File: src/rtl/fb_arbiter.sv
// fb_arbiter: shares one framebuffer RAM port between a scan-out prefetch FIFO and draw writes.
// Optional FB_ARB_STATS_EN adds saturating underflow and draw-stall counters.
module fb_arbiter #(
  parameter int ADDRW      = 17,
  parameter int DATAW      = 4,
  parameter int FB_PIXELS  = 76800,
  parameter int FIFO_DEPTH = 8,
  parameter int LOW_WM     = 3,
  parameter int MAX_WAIT   = 4
) (
  input  logic             clk,
  input  logic             rst_n,
  input  logic             frame_start,
  input  logic             pix_pop,
  output logic [DATAW-1:0] pix_data,
  output logic             underflow,
  input  logic             draw_valid,
  input  logic [ADDRW-1:0] draw_addr,
  input  logic [DATAW-1:0] draw_data,
  output logic             draw_ready,
  output logic             mem_en,
  output logic             mem_we,
  output logic [ADDRW-1:0] mem_addr,
  output logic [DATAW-1:0] mem_wdata,
  input  logic [DATAW-1:0] mem_rdata
`ifdef FB_ARB_STATS_EN
  ,
  output logic [15:0]      stat_underflows,
  output logic [15:0]      stat_stall_cycles
`endif
);
  localparam int PW = $clog2(FIFO_DEPTH);
  localparam int CW = PW + 1;
  localparam int WW = $clog2(MAX_WAIT + 1);
  localparam logic [ADDRW-1:0] LAST = ADDRW'(FB_PIXELS - 1);
  typedef enum logic [1:0] {WAIT_FRAME, FILL, RUN} state_t;
  state_t state, state_nx;
  logic [DATAW-1:0] fifo [FIFO_DEPTH];
  logic [PW-1:0] wr_ptr, rd_ptr;
  logic [CW-1:0] count, level;
  logic [ADDRW-1:0] rd_addr;
  logic [WW-1:0] wait_cnt;
  logic inflight, do_read, do_write, pop, push, empty;
  always_comb begin
    level = count + CW'(inflight);
    state_nx = state;
    do_read = 1'b0;
    do_write = 1'b0;
    if (frame_start) state_nx = FILL;
    else if (state == FILL) begin
      do_read = level < CW'(FIFO_DEPTH);
      state_nx = (count == CW'(FIFO_DEPTH)) ? RUN : FILL;
    end else if (state == RUN) begin
      do_write = level >= CW'(LOW_WM) && ((draw_valid && wait_cnt >= WW'(MAX_WAIT)) || draw_valid);
      do_read = level < CW'(LOW_WM) || (!draw_valid && level < CW'(FIFO_DEPTH));
    end
  end
  assign empty      = count == '0;
  assign pop        = pix_pop && !empty && !frame_start;
  assign push       = inflight && !frame_start;
  assign pix_data   = empty ? '0 : fifo[rd_ptr];
  assign draw_ready = do_write;
  assign mem_en     = do_read || do_write;
  assign mem_we     = do_write;
  assign mem_addr   = do_write ? draw_addr : (do_read ? rd_addr : '0);
  assign mem_wdata  = do_write ? draw_data : '0;
  always_ff @(posedge clk)
    if (push) fifo[wr_ptr] <= mem_rdata;
  always_ff @(posedge clk or negedge rst_n) begin
    if (!rst_n) begin
      state <= WAIT_FRAME;
      wr_ptr <= '0;
      rd_ptr <= '0;
      count <= '0;
      inflight <= 1'b0;
      rd_addr <= '0;
      underflow <= 1'b0;
      wait_cnt <= '0;
    end else begin
      state <= state_nx;
      wait_cnt <= (draw_valid && do_write) ? '0 :
                  (draw_valid && wait_cnt < WW'(MAX_WAIT)) ? wait_cnt + WW'(1) : wait_cnt;
      if (frame_start) begin
        wr_ptr <= '0;
        rd_ptr <= '0;
        count <= '0;
        inflight <= 1'b0;
        rd_addr <= '0;
        underflow <= 1'b0;
      end else begin
        wr_ptr <= wr_ptr + PW'(push);
        rd_ptr <= rd_ptr + PW'(pop);
        count <= count + CW'(push) - CW'(pop);
        inflight <= do_read;
        if (do_read) rd_addr <= (rd_addr == LAST) ? '0 : rd_addr + ADDRW'(1);
        if (pix_pop && empty) underflow <= 1'b1;
      end
    end
  end
`ifdef FB_ARB_STATS_EN
  always_ff @(posedge clk or negedge rst_n) begin
    if (!rst_n) begin
      stat_underflows <= '0;
      stat_stall_cycles <= '0;
    end else if (frame_start) begin
      stat_underflows <= '0;
      stat_stall_cycles <= '0;
    end else begin
      if (pix_pop && empty && stat_underflows != '1) stat_underflows <= stat_underflows + 16'd1;
      if (draw_valid && !do_write && stat_stall_cycles != '1) stat_stall_cycles <= stat_stall_cycles + 16'd1;
    end
  end
`endif
endmodule

File: config.mk
export PLATFORM = sky130hd
export DESIGN_NAME = fb_arbiter
export DESIGN_NICKNAME = d
export VERILOG_FILES = /design/src/rtl/fb_arbiter.sv
export SDC_FILE = /design/constraint.sdc
export NUM_CORES = 1
export LEC_CHECK = 0
export BUFFER_PORTS_ARGS = -buffer_cell sky130_fd_sc_hd__buf_2
export CORE_ASPECT_RATIO = 0.8
export CORE_MARGIN = 1.5
export CORE_UTILIZATION = 45
export DETAILED_ROUTE_END_ITERATION = 12
export PLACE_DENSITY_LB_ADDON = 0.2
export SETUP_SLACK_MARGIN = 0.15
export SLEW_MARGIN = 40
export SYNTH_ARGS = -nofsm -noshare
export SYNTH_HDL_FRONTEND = slang
export SYNTH_SLANG_ARGS = --single-unit
File: constraint.sdc
create_clock -name clk -period 2.1 [get_ports clk]
set_input_delay 0.21 -clock clk [delete_from_list [all_inputs] [get_ports clk]]
set_output_delay 0.21 -clock clk [all_outputs]
set_load 0.005 [all_outputs]
After elaboration in Yosys (flattened, before gate mapping)
Memories as Yosys holds them, arrays and structs flattened.
Cells that the tools add are included.
W data, S select, Z words.

cells by class
  add/sub/neg operators = 7
  multipliers = 0
  div/mod/pow operators = 0
  order comparisons = 5
  equal/unequal tests = 4
  shift-type cells = 0
  muxes and demuxes = 26
  bitwise gates (word level) = 0
  reduce and logical (&&, ||, !) cells = 20

operators with widths
  kind                     count
  $mux W17                 5
  $add A17 B1 Y17 const B  1
  $eq A17 B17 Y1 const B   1
  $mux W3                  4
  $mux W4                  3
  $mux W1                  11
  $logic_and A1 B1 Y1      9
  $add A4 B1 Y4            2
  $reduce_bool A2 Y1       4
  $add A3 B1 Y3            2
  $mux W2                  3
  $eq A4 B4 Y1 const B     1
  $ge A4 B2 Y1 const B     1
  $logic_not A4 Y1         1
  $lt A4 B2 Y1 const B     1
  $lt A4 B4 Y1 const B     1
  $sub A4 B1 Y4            1
  $add A3 B1 Y3 const B    1
  $ge A3 B3 Y1 const B     1
  $logic_not A1 Y1         3
  $logic_or A1 B1 Y1       3
  $lt A3 B3 Y1 const B     1
  $eq A2 B1 Y1 const B     1
  $eq A2 B2 Y1 const B     1

storage, ports and cells
  flip-flop bits (word level) = 34
  latch bits = 0
  bits in writable memories = 32
  ROM bits = 0
  input bits = 30
  output and inout bits = 29
  memories = 1

memory list
  memory  words  width  read ports  clocked after memory_dff  wr ports  RTL line  text
  fifo    8      4      1           0                         1         38        logic [DATAW-1:0] fifo [FIFO_DEPTH];

Depth between registers and ports, before layout
  depth after elaboration = 9
  mapped depth = 12
  depth with buffers taken out = 11

Worst setup path before layout
Ideal clock, no wire load.

  path type = reg-to-output
  start = register count[0]
  end = output port mem_addr[10]
  arrival time = 2,070 ps
  data required time = 1,890 ps
  path slack = -180 ps
  stages on the path, launching flop included = 9
  path buffers = 1
  cells stage by stage = dfrtp_1 ha_1 ha_1 and2_2 o221ai_2 nand2_4 nor2_2 buf_2 a22o_1

on the way
  longest elaborated chain between the ends = 9
  elaborated cells between the ends (all ways) = 15

ends and longest elaborated chain
  element                 RTL line  text
  from (decl)             40        logic [CW-1:0] count, level;
  from (signal assigned)  93        count <= count + CW'(push) - CW'(pop);
  $add A4 B1 Y4 *         45        level = count + CW'(inflight);
  $lt A4 B4 Y1            51, 55
  $logic_and A1 B1 Y1     55        do_read = level < CW'(LOW_WM) || (!draw_valid && level < CW'(FIFO_DEPTH));
  $logic_or A1 B1 Y1      55
  $mux W1                 53        end else if (state == RUN) begin
  $mux W1                 50        else if (state == FILL) begin
  $mux W1                 49        if (frame_start) state_nx = FILL;
  $mux W17                65        assign mem_addr = do_write ? draw_addr : (do_read ? rd_addr : '0);
  $mux W17 *              65
  to (decl)               23        output logic [ADDRW-1:0] mem_addr,

Every way passes the cells marked *; elsewhere a longest branch is shown, timed or not.

Worst setup path after layout
  start = register count[1]
  end = output port mem_addr[12]

The elaborated chain is that of the path after synthesis.

==> impl_metrics.toml <==
[cells_and_area]
area_delta_synth_final_pct = 38.9
final_core_util_pct = 65.8
final_cells = 468
fin_nets = 421
drive_gt1_share_pct = 45.7
diodes = 0

[grt]
grt_pass1_wl_um = 12400
grt_max_degree = 32
grt_pass1_vias = 2463
grt_antenna_before_repair = 0
grt_util_all_layers_pct = 20.9
grt_overflow = 0

[logic_synthesis]
synth_mux_area_share_pct = 6.99
synth-compound-area-share_pct = 9.67
yosysSeqAreaShare_pct = 52.4
syn_inst = 275
synth_top_family_by_area = "simple AND/OR/NAND/NOR gates"
syn_area_sq_um = 3310
ys_types = 53
synth_xor_area_share_pct = 3.17
synthSimpleGateAreaFrac_pct = 18.3
async_flop_share_pct = 49.2
synth_nets = 320
ys_ff_latch = 63
ys.flop_type = "edfxtp_1"
synth-edff-count = 32
synth_fa_ha_area_share_pct = 5.89
syn_area_per_cell_sq_um = 12.0
ys_warn_count = 0

[cts]
htreeDepth = 3
cts_sinks = 63
cts_tree = "done"
clock_latency_ns = 0.34
clk_path_buf_depth = 2
numCtsBuffers = 9
root_buffer = "clkbuf_8"
path_clk_slew_ns = 0.07

[floorplanning]
num_rows = 27
ios = 59
die-area_sq_um = 7890
die_w_um = 98.9
start_util_pct = 47.4
coreArea_sq_um = 6990
die_h_um = 79.7

[critical_path]
endpoint_kind = "primary output"
worst-r2r-setup-slack_ns = -0.15
r2r_end = "rd_addr[15]$_DFFE_PN0P_"
crit_path_max_fanout = 23
reg2reg_from = "count[1]$_DFF_PN0_"
cp_data_arrival_time_ns = 2.17
cpMaxStageDelayCell = "dfrtp_1"
worstRegToRegCells = 11
crit_chain = "ha_1, and3b_1, nor4_4, nor2_2, buf_12, a22o_1, buf_2"
worstPathRequired_ns = 1.89
startpoint_type = "register"
path_class = "reg -> out"
cpPeakStageDelay_ns = 0.42

[detailed_routing]
postRouteAntennaNets = 0
drtIter0Drc = 169
num_vias = 2596
drc = 3
wl_per_cell_um = 16.9
wl_um = 7910
via_per_inst = 5.55
firstDrtPassIters = 8

[power_and_ir_drop]
vdd_ir_drop_max_mv = 0.577
powerDensity_nw_per_um2 = 1100
total_power_uw = 5070
leakage_uw = 0.00195

[sta]
tightest_slew_ns = 0.719
timing.final.ws_setup_ns = -0.278
hold_violations = 0
slew_headroom_pct = 52.1
skew_ns = 0.00693
whs_ns = 0.129
fin_crit_sh_pct = 113
timing.final.max_slew_violations = 0
fin_crit_ns = 2.38
fmax_ghz = 0.421
grt_setup_unrepaired = "true"
setup_viol = 36

[hold_path]
worstHoldStart = "pix_pop"
hold_depth = 3
min_path_type = "in -> reg"
hold_end = "underflow$_DFFE_PN0P_"

[placement]
hpwl_um = 5150
io_buffers = 58
gp_congestion = 0.856
place_inst = 432
dp_slack_ns = -0.0362

[job]
cap_violations = 0

[outcome]
violations = "design-rule violations, negative setup slack"
status = "complete, but fails checks"
## sequential cells by signal, summed over array words and instances (netlist names)
| signal | flops |
|---|---|
| fifo | 32 |
| rd_addr | 17 |
| count | 4 |
| rd_ptr | 3 |
| wr_ptr | 3 |
| state | 2 |
| inflight | 1 |
| underflow | 1 |
## cell type report
cell class,instances,area (sq um)
fill,536,2390
multi-input combinational,190,1740
sequential,63,1740
timing repair buffer,105,754
clock buffer,9,124
tap,87,109
clock inverter,7,104
inverter,7,28.8
## critical path, delay by kind of cell, from the launching register on
family          cells  cell delay (ns)
compound gates      1             0.22
fa+ha+maj           1             0.24
buf+inv             2             0.28
flops               1             0.42
simple gates        3             0.63
## routing by layer
metal	vias up	wire length [um]	GRT usage, %
met1	1271	3690	29.8
met3	15	414	4.38
met5	-	0	0
met2	83	3640	31.0
li1	1227	-	-
met4	0	165	9.14
## power breakdown
part	internal [uW]	leakage, uW	switching (uW)
Sequential	1410	0.000709	106
Combinational	1300	0.00112	1050
Clock	684	0.000115	519
Total	3400	0.00195	1670
## layout by cell type, fill, tap and decap left out, types with 3 or more instances in the layout
cell type,count
clkbuf_8,9
a21oi_1,6
nor2_1,26
o21ai_1,3
a22o_1,17
buf_2,58
ha_1,8
nor2b_1,10
or4_1,3
mux2i_1,4
nand4_1,8
xnor2_1,4
nand2_1,8
xor2_1,6
buf_12,3
and3_1,4
mux4_2,8
buf_6,15
edfxtp_1,32
buf_4,26
nor3_1,3
dfrtp_1,31
inv_6,3
a21oi_2,5
nand3_1,9
and2_1,4
inv_1,4
ha_4,5
nand2b_1,6
## what timing repair did
| item | in CTS | in global routing |
|---|---|---|
| pin swaps | 18 | 18 |
| hold buffers | 1 | 0 |
| cloned | 1 | 0 |
| resized for setup | 33 | 37 |
| endpoints found under the setup margin | 38 | 46 |
| buffers inserted | 12 | 6 |
| hold endpoints to repair | 31 | 0 |
## cells by family (layout without fill, tap and decap cells)
| group | count (synthesis) | in the layout |
|---|---|---|
| buffers and inverters | 22 | 128 |
| adders and majority gates | 15 | 15 |
| and+or+nand+nor | 105 | 105 |
| muxes | 13 | 13 |
| DFF | 63 | 63 |
| AOI/OAI and AO/OA | 45 | 45 |
| xor gates and xnor gates | 12 | 12 |
## Yosys cell counts (all sizes together), types with 2 or more instances
cell    instances  area share [%]
o41ai           2            0.53
clkbuf          9             1.6
and3            4            0.76
or4             4            0.91
xnor2           5             1.3
ha             14             5.3
nor4            2            0.38
buf             6             1.1
nand4b          2            0.53
o21ai           7             1.1
a21oi          12             1.8
nand2b          6             1.1
dfrtp          31              23
nand4           8             1.5
inv             7            0.79
a22o           17             4.5
mux2i           4             1.2
edfxtp         32              29
and2            7             1.4
nand3           9             1.4
mux4            8             5.4
xor2            7             1.9
or2b            2            0.53
nand2           9             1.2
nor2b          10             1.9
nor2           29             3.4
nor3            4            0.94
or3             2            0.38
## stage by stage
step / setup TNS, ns / instance area (sq um)
2_1_floorplan: -0.0336 / 3370
3_3_place_gp: 0 / 3890
3_5_place_dp: -0.242 / 3890
4_1_cts: -6.14 / 4370
5_1_grt: -9.95 / 4600
6_report: -6.51 / 4600
## worst max path at each step
stage | start | to | slack (ns) | cells past startpoint
after global routing | inflight$_DFF_PN0_ | mem_addr[12] | -0.39 | 9
after global placement | count[2]$_DFF_PN0_ | count[1]$_DFF_PN0_ | 0.006 | 9
final | count[1]$_DFF_PN0_ | mem_addr[12] | -0.28 | 7
after floorplan | count[2]$_DFF_PN0_ | count[1]$_DFF_PN0_ | -0.03 | 10
after detailed placement | inflight$_DFF_PN0_ | mem_addr[2] | -0.04 | 9
after CTS | inflight$_DFF_PN0_ | mem_addr[12] | -0.28 | 9
No activity file was read; power rests on OpenSTA's default activity.
